--- src/rtl/ibex_multdiv_issue.sv ---
// Issue and result-buffer stage in front of ibex_multdiv_slow: latches one
// request, drives the multdiv controls, owns the intermediate registers and buffers the result.
module ibex_multdiv_issue (
    input  logic        clk_i,
    input  logic        rst_ni,
    input  logic        req_valid_i,
    output logic        req_ready_o,
    input  logic [1:0]  req_op_i,
    input  logic [1:0]  req_signed_mode_i,
    input  logic [31:0] req_op_a_i,
    input  logic [31:0] req_op_b_i,
    input  logic        flush_i,
    input  logic        rsp_ready_i,
    output logic        mult_en_o,
    output logic        div_en_o,
    output logic        mult_sel_o,
    output logic        div_sel_o,
    output logic [1:0]  operator_o,
    output logic [1:0]  signed_mode_o,
    output logic [31:0] op_a_o,
    output logic [31:0] op_b_o,
    output logic        multdiv_ready_id_o,
    output logic [67:0] imd_val_q_o,
    input  logic [67:0] imd_val_d_i,
    input  logic [1:0]  imd_val_we_i,
    input  logic        md_valid_i,
    input  logic [31:0] md_result_i,
    output logic        rsp_valid_o,
    output logic [31:0] rsp_result_o,
    output logic        busy_o
);

    typedef enum logic [1:0] {
        S_IDLE  = 2'd0,
        S_BUSY  = 2'd1,
        S_FLUSH = 2'd2,
        S_HOLD  = 2'd3
    } state_e;

    state_e      r_state;
    state_e      w_state_nxt;
    logic        w_req_ready;
    logic        w_accept;
    logic        w_capture;
    logic        w_active;
    logic        w_is_div;

    logic [1:0]  r_op;
    logic [1:0]  r_signed_mode;
    logic [31:0] r_op_a;
    logic [31:0] r_op_b;
    logic [31:0] r_result;
    logic [33:0] r_imd0;
    logic [33:0] r_imd1;

    always_ff @(posedge clk_i or negedge rst_ni) begin
        if (!rst_ni) begin
            r_state <= S_IDLE;
        end else begin
            r_state <= w_state_nxt;
        end
    end

    // A flush in HOLD blocks acceptance so the dropped slot cannot swallow a new request.
    always_comb begin
        w_state_nxt = r_state;
        w_req_ready = 1'b0;
        w_capture   = 1'b0;
        w_active    = 1'b0;
        case (r_state)
            S_IDLE: begin
                w_req_ready = 1'b1;
                if (req_valid_i) begin
                    w_state_nxt = S_BUSY;
                end
            end
            S_BUSY: begin
                w_active = 1'b1;
                if (md_valid_i) begin
                    w_capture   = !flush_i;
                    w_state_nxt = flush_i ? S_IDLE : S_HOLD;
                end else if (flush_i) begin
                    w_state_nxt = S_FLUSH;
                end
            end
            S_FLUSH: begin
                w_active = 1'b1;
                if (md_valid_i) begin
                    w_state_nxt = S_IDLE;
                end
            end
            S_HOLD: begin
                w_req_ready = rsp_ready_i & !flush_i;
                if (flush_i) begin
                    w_state_nxt = S_IDLE;
                end else if (rsp_ready_i) begin
                    w_state_nxt = req_valid_i ? S_BUSY : S_IDLE;
                end
            end
            default: begin
                w_state_nxt = S_IDLE;
            end
        endcase
    end

    assign w_accept = req_valid_i & w_req_ready;

    always_ff @(posedge clk_i or negedge rst_ni) begin
        if (!rst_ni) begin
            r_op          <= 2'b00;
            r_signed_mode <= 2'b00;
            r_op_a        <= 32'h0;
            r_op_b        <= 32'h0;
        end else if (w_accept) begin
            r_op          <= req_op_i;
            r_signed_mode <= req_signed_mode_i;
            r_op_a        <= req_op_a_i;
            r_op_b        <= req_op_b_i;
        end
    end

    always_ff @(posedge clk_i or negedge rst_ni) begin
        if (!rst_ni) begin
            r_result <= 32'h0;
        end else if (w_capture) begin
            r_result <= md_result_i;
        end
    end

    // Intermediate values belong to the multdiv datapath; flush must not touch them.
    always_ff @(posedge clk_i or negedge rst_ni) begin
        if (!rst_ni) begin
            r_imd0 <= 34'h0;
            r_imd1 <= 34'h0;
        end else begin
            if (imd_val_we_i[0]) begin
                r_imd0 <= imd_val_d_i[33:0];
            end
            if (imd_val_we_i[1]) begin
                r_imd1 <= imd_val_d_i[67:34];
            end
        end
    end

    assign w_is_div = r_op[1];

    // Controls derive only from registered state, so req_* never reaches the enables.
    assign mult_en_o          = w_active & ~w_is_div;
    assign mult_sel_o         = w_active & ~w_is_div;
    assign div_en_o           = w_active & w_is_div;
    assign div_sel_o          = w_active & w_is_div;
    assign multdiv_ready_id_o = w_active;

    assign req_ready_o   = w_req_ready;
    assign operator_o    = r_op;
    assign signed_mode_o = r_signed_mode;
    assign op_a_o        = r_op_a;
    assign op_b_o        = r_op_b;
    assign imd_val_q_o   = {r_imd1, r_imd0};
    assign rsp_valid_o   = (r_state == S_HOLD);
    assign rsp_result_o  = r_result;
    assign busy_o        = (r_state != S_IDLE);

endmodule

--- config.mk ---
export PLATFORM = sky130hd
export DESIGN_NAME = ibex_multdiv_issue
export DESIGN_NICKNAME = d
export VERILOG_FILES = /design/src/rtl/ibex_multdiv_issue.sv
export SDC_FILE = /design/constraint.sdc
export NUM_CORES = 1
export LEC_CHECK = 0
export ABC_AREA = 1
export BUFFER_PORTS_ARGS = -buffer_cell sky130_fd_sc_hd__buf_2
export CAP_MARGIN = 15
export CORE_AREA = 2 2 135 137
export DETAILED_ROUTE_END_ITERATION = 7
export DIE_AREA = 0 0 137 139
export PLACE_DENSITY_LB_ADDON = 0.2
export SKIP_CTS_REPAIR_TIMING = 1
export SLEW_MARGIN = 20
export SYNTH_ARGS = -nofsm -noshare
export SYNTH_HDL_FRONTEND = slang
export SYNTH_SLANG_ARGS = --single-unit
--- constraint.sdc ---
create_clock -name clk_i -period 1.9 [get_ports clk_i]
set_clock_uncertainty 0.15 [all_clocks]
set_input_delay 0.095 -clock clk_i [delete_from_list [all_inputs] [get_ports clk_i]]
set_output_delay 0.095 -clock clk_i [all_outputs]
set_load 0.02 [all_outputs]
==> results.md, run 1 <==
- The flow ran to the end, but the final reports show violations.
- The final reports fail on negative hold slack.
- The count of boundary I/O pins is 352.
- From synthesis to final layout, the design area changed by 66.7%.
- The wire length per cell is 15.3 µm.
- The root cell of the clock tree is clkbuf_16.
- Setup repair after global routing could not meet its margin everywhere.
- The post-synthesis net count is 800.
- The type of the most critical hold path is in -> async.
- The final route contains approximately 6.4k vias.
- The tool flagged a number of max-cap violations equal to 0.
- Counting flops with a built-in enable in the synthesized netlist gives 0.
- The height of the die is 139 µm.
- After synthesis the cells add up to ~6800 µm².
- At the later pin of the worst-skew pair, clock insertion delay measures 0.41 ns.
- The die is 137 µm wide.
- The critical path class is reg -> out.
- Of the synthesized area, sequential elements account for about 63%.
- By count the netlist is led by 178 x nand2_1, 170 x dfrtp_1, 68 x mux2_2, 68 x nand4_1, 38 x inv_1.
- In the final design database the tool counted ~1.3k nets.
- The number of synthesis warnings is 0.
- The routed design has approximately 21 mm of wire.
- The count of buffers from port buffering is about 350.
- The buffer depth of the longest clock path is 2.
- The worst-margin pin slew is 0.451 ns.
- The post-synthesis instance total is 620.
- In the routed design, unresolved DRC markers number 0.
- For the worst setup path, the data arrival time is 1.63 ns.
- The final critical path takes up 98.5% of the cycle.
- The worst setup path is launched from a register.
- The final number of max-transition violations is 0.
- After global routing the overflow that remains totals 0.
- The H-tree was split into 4 levels.
- The weighted congestion reported at the end of routability-driven placement is 0.805.
- The number of distinct library cells after synthesis is 17.
- The standard cell area after detailed placement is 8810 µm².
- The minimum period implied by the final worst setup slack is roughly 1.9 ns.
- Of all flip-flops after synthesis, the portion carrying an async set or reset was 100%.
- The most used standard cell by instance count after synthesis is nand2_1.
- Cells with a size suffix above 1 make up roughly 42% of the layout.
- In this run the standard cell core region covers 17700 µm².
- Cells fill 64.2% of the core in the end.
- The setup-violating endpoint count in the final report is 0.
- For the final routed database, the setup TNS stands at 0 ns.
- The average vias per placed instance is 4.63.
- The final count of hold timing violations is 8.
- The mean area per synthesized cell is about 11 µm².
- Timing would allow up to roughly 530 MHz.
- The starting density of the core is 38.5%.
- The number of sinks driven by the clock tree is 170.
- The first global-routing pass estimated 27.8 mm of wire.
- The first routing iteration left 238 violations.
- The leakage power of the design is between 5 and 6 nW.
- TritonCTS built the clock tree.
- The die outline area is between 15000 and 20000 µm².
- The worst slew margin relative to its limit is a little over two thirds.
- The total routing usage reported by global routing is between 10% and 20%.
- The peak supply drop is 0.878 mV.
- Along the worst path, the maximum fanout reaches 6.
- The via count of the first global-routing pass was between 5k and 6k.
- Counting flops and latches in the post-synthesis netlist gives 170.
- Of the post-synthesis cell area, the dominant cell type holds between 60% and 70%.
- The total power divided by cell area is 1380 nW/µm².
- Data on the critical path is required at its endpoint by 1.65 ns.
- The initial antenna violation count is 1.
- The row count is 49.
- The first-pass detailed-route iteration total is 4.
- The final hold slack is -0.00851 ns.
- By area the synthesized netlist is led by dfrtp_1 63%, mux2_2 11%, nand2_1 9.8%.
- Entering global routing, the biggest net connects 66 pins.
- The estimated wirelength of the detail-placed design is 12.9 mm.
- The clock edge transition at the registers on the reported setup and hold paths is 0.07 ns.
- The dominant synthesized flop cell is dfrtp_1.
- The nature of the critical path endpoint is an output pin.
- Counting the buffers created by CTS gives 17.
- The number of nets with antenna violations after detailed routing is 0.
- Once layout is done, the placed cells without fillers occupy approximately 11000 µm².
- Summed over all instances, the cell type with the most area after synthesis is dfrtp_1.
-- logic make-up (layout without fill, tap and decap cells) --
| kind of cell | count (synthesis) | in the layout | share of synthesized area [%] |
|---|---|---|---|
| simple gates | 257 | 257 | 17.0 |
| flops | 170 | 170 | 62.6 |
| buf+inv | 86 | 627 | 5.78 |
| mux | 68 | 68 | 11.3 |
| compound gates | 35 | 35 | 2.58 |
| fa+ha+maj | 4 | 4 | 0.737 |
| other cells | 0 | 1 | 0 |
-- worst max-delay path: stages (launching register included) --
cell	delay (ns)
dfrtp_1	0.39
inv_2	0.07
ha_4	0.31
clkinv_8	0.06
buf_12	0.13
nor2_4	0.12
buf_6	0.13
-- cell usage in the layout, fill, tap and decap left out, drive strengths merged --
cell	netlist	layout
a21oi	3	3
buf	32	381
bufinv	0	1
clkbuf	14	22
clkinv	0	6
clkinvlp	0	2
dfrtp	170	170
diode	0	1
dlygate4sd3	0	172
ha	4	4
inv	40	43
mux2	68	68
nand2	179	179
nand3	7	7
nand4	68	68
nor2	3	3
o21ai	32	32
-- registers in the layout (all words and copies together), names as in the netlist --
| register | flops |
|---|---|
| r_imd0 | 34 |
| r_imd1 | 34 |
| op_a_o | 32 |
| op_b_o | 32 |
| rsp_result_o | 32 |
| operator_o | 2 |
| r_state | 2 |
| signed_mode_o | 2 |
-- path summary, 6_finish.rpt --
kind                        startpoint    endpoint  slack (ns)  cells after the start
max in group asynchronous       rst_ni   op_a_o[8]        0.94                      3
min                             rst_ni  op_b_o[22]      -0.009                      2
max                         r_state[1]  mult_sel_o        0.03                      6
max reg2reg                 r_state[1]  op_b_o[15]        0.21                      8
min in group clk_i         rsp_ready_i  r_state[1]           0                      5
min reg2reg                  op_a_o[8]   op_a_o[8]        0.31                      2
-- power breakdown --
part           leakage, nW  internal (mW)  switching [mW]
clock                0.276           1.88            1.51
sequential            2.07           4.78           0.619
combinational         3.62           2.61            4.26
total                 5.97           9.27            6.39
-- per-stage QoR --
stage	total power, mW	instances	hold WS (ns)	setup WS (ns)
2_1_floorplan	9.13	620	-0.351	0.0709
6_report	15.7	1391	-0.00851	0.0288
5_1_grt	16.6	1391	0.00944	-0.0463
3_3_place_gp	11.3	1170	-0.143	0.168
3_5_place_dp	11.3	1170	-0.140	0.126
4_1_cts	14.8	1202	-0.595	-0.309
-- routing by layer --
layer	global-route usage, %	vias up	part of all wire (%)
met5	0	-	0
met4	7.54	0	2.8
met3	6.58	46	7.4
met2	30.1	277	50
met1	23.1	2998	40
li1	-	3115	-
-- cell type report --
type	instances	area, µm²
Tap cell	229	287
Fill cell	1373	6330
Clock buffer	20	447
Inverter	40	163
Sequential cell	170	4250
Antenna cell	1	2.50
Timing Repair Buffer	555	3860
Clock inverter	12	134
Multi-Input combinational cell	364	2180
No activity file was read; power rests on OpenSTA's default activity.
==> run 2, diff against run 1 <==
- CELL_PAD_IN_SITES_DETAIL_PLACEMENT: default -> 0
- CELL_PAD_IN_SITES_GLOBAL_PLACEMENT: default -> 2
- CORE_AREA: 2 2 135 137 -> default
- CORE_MARGIN: default -> 2
- CORE_UTILIZATION: default -> 26
- DIE_AREA: 0 0 137 139 -> default
- GPL_TIMING_DRIVEN: default -> 0
==> run 2 against run 1 <==
The flow finishes with violations (negative hold slack, negative setup slack); non-clock buffer count up 28; critical path depth up 2; combinational power down 2%; power down 0.94%; cell count up 9.6%; sequential power about the same; worst hold slack better by 0.0024 ns; critical path type unchanged; largest power group unchanged.
==> results.md, run 2 (synthesized netlist as in run 1, its figures left out) <==
- The standard cell area after detailed placement is 9000 µm² (+2.2%).
- The number of placed cells counting well taps is 1304 (+11%).
- The worst-margin pin slew is 0.693 ns (+0.242 ns).
- The run finished, with violations left.
- The layout overhead on the synthesized area is 69.1%.
- The leakage power of the design was 5.99 nW (+0.42%).
- The root cell of the clock tree is clkbuf_16.
- The clock edge transition at the registers on the reported setup and hold paths was 0.07 ns (about the same).
- The worst hold path stage count is 5.
- Setup repair after global routing could not meet its margin everywhere.
- The least setup slack across all paths after layout is -0.183 ns (-0.212 ns).
- The total power consumption of the routed design is 15.5 mW (-0.94%).
- In this run the worst hold path is classified as in -> reg.
- The fraction of layout instances using a drive strength above 1 is 42.4% (-0.075 points).
- TritonCTS built the clock tree.
- The worst slack after detailed placement is -0.250 ns (-0.377 ns).
- The setup-violating endpoint count in the final report is 3 (+3).
- The utilization after layout is 44.5% (-20 points).
- The total power divided by cell area was 1350 nW/µm² (-2.3%).
- The worst register-to-register path begins at r_state[0].
- The die boundary width is 166 µm (+21%).
- The row count came to 59 (+20%).
- The average vias per placed instance is 4.21 (-9.0%).
- The final setup TNS is -0.369 ns (-0.369 ns).
- The pin count of the biggest net entering global routing was 90 (+36%).
- The worst slew margin relative to its limit is 53.8% (-16 points).
- The highest net fanout along the worst path was 7 (+1).
- The initial antenna violation count is 1 (unchanged).
- The required time at the worst-slack endpoint is 1.65 ns (about the same).
- The first-pass GRT wire length is 33.9 mm (+22%).
- The buffer depth of the longest clock path was 2 (unchanged).
- The weighted congestion reported at the end of routability-driven placement is 0.751 (-6.7%).
- The worst flop-to-flop path endpoint is op_a_o[3].
- The arrival time of the worst setup path is 1.84 ns (+0.21 ns).
- The clock latency of the later-clocked register in the worst-skew pair is 0.41 ns (about the same).
- The final count of hold timing violations is 1 (-7).
- The number of non-filler instances in the completed layout came to 1525 (+9.6%).
- The final number of max-transition violations came to 0 (unchanged).
- The die outline area is 27400 µm² (+44%).
- In the final layout, the registers with the most flip-flops are r_imd0 (34), r_imd1 (34).
- The startpoint of the most critical hold path is rsp_ready_i.
- The number of remaining DRC errors was 0 (unchanged).
- The worst setup path is launched from a register.
- The total wire length came to 23.0 mm (+7.9%).
- The final reports fail on negative hold slack, negative setup slack.
- The routed via count is 6421 (-0.23%).
- The total non-filler cell area in the finished layout is 11500 µm² (+1.4%).
- The clock buffer count from CTS was 17 (unchanged).
- The reg2reg setup slack is 0.06 ns (-0.15 ns).
- The capture endpoint of the worst hold path is r_state[1].
- The final net count is 1356 (+2.1%).
- The critical path is of the reg -> out type.
- The starting density of the core was 26.3% (-12 points).
- The first-pass detailed-route iteration total was 4 (unchanged).
- The standard cell core area came to 25800 µm² (+46%).
- The count of buffers from port buffering came to 348 (-0.85%).
- The total routing usage reported by global routing is 15.6% (-3.2 points).
- Leaving out fill and tap cells, the most frequent cell in the layout is buf_2.
- The ratio of final minimum period to clock period came to 110% (+11 points).
- The level count of the clock H-tree is 4 (unchanged).
- The max-cap violation count is 0 (unchanged).
- The via count of the first global-routing pass is 5732 (+8.9%).
- The maximum clock rate is 480 MHz (-10%).
- The number of design-rule violations left by the first detailed-router iteration is 223 (-6.3%).
- The peak supply drop is 0.605 mV (-31%).
- The minimum period implied by the final worst setup slack came to 2.08 ns (+0.212 ns).
- The number of cells on the worst reg-to-reg path came to 8 (unchanged).
- The height of the die came to 166 µm (+19%).
- The number of sinks driven by the clock tree is 170 (unchanged).
- The library cells used most frequently in the layout, excluding fill and tap cells, are 365 x buf_2, 179 x dlygate4sd3_1, 178 x nand2_1.
- The estimated wirelength of the detail-placed design came to 16.2 mm (+26%).
- The count of boundary I/O pins came to 352 (unchanged).
- The wire length per cell is 15.0 µm (-1.6%).
- The nature of the critical path endpoint is an output pin.
- The overall overflow remaining after global route is 0 (unchanged).
- The final hold slack came to -0.00614 ns (+0.00237 ns).
- The number of nets with antenna violations after detailed routing is 0 (unchanged).
-- run 2: cell types whose count changed in the layout (fill, tap and decap cells not counted), moves of 5 or more --
cell           change
buf_12             -6
buf_2             +20
buf_4             -10
clkbuf_1           +8
clkbuf_2           +5
dlygate4sd3_1      +7
inv_8              +5
-- run 2: worst max path at each step --
stage | endpoint | start | slack (ns)
4_1_cts | mult_sel_o | r_state[0] | -0.72
5_1_grt | mult_sel_o | r_state[1] | -0.28
6_report | mult_sel_o | r_state[0] | -0.18
3_3_place_gp | rsp_result_o[17] | rst_ni | -2.44
2_1_floorplan | mult_sel_o | r_state[1] | 0.07
3_5_place_dp | mult_sel_o | r_state[0] | -0.25
-- run 2: critical path, stage by stage (launching register included) --
cell     delay, ns
dfrtp_1       0.41
inv_2         0.07
ha_4          0.31
inv_8         0.04
buf_8         0.12
buf_8         0.12
nor2_4        0.13
buf_6         0.11
buf_6         0.10
-- run 2: layout make-up --
type | instances | area (µm²)
Buffer | 46 | 273
Tap cell | 335 | 419
Sequential cell | 170 | 4250
Antenna cell | 1 | 2.50
Timing Repair Buffer | 537 | 3650
Multi-Input combinational cell | 364 | 2170
Fill cell | 2552 | 14300
Clock inverter | 14 | 133
Inverter | 40 | 158
Clock buffer | 18 | 429
-- run 2: routing by layer --
layer / vias to the layer above / GRT usage, % / wire length, µm
met5: - / 0 / 0
met3: 18 / 4.80 / 1350
met4: 0 / 5.10 / 295
met1: 3007 / 20.2 / 10100
li1: 3174 / - / -
met2: 222 / 25.2 / 11200
-- run 2: power breakdown --
group | switching [mW] | total (mW) | internal [mW]
registers | 0.602 | 5.38 | 4.78
logic | 4.23 | 6.75 | 2.53
clock network | 1.64 | 3.38 | 1.74
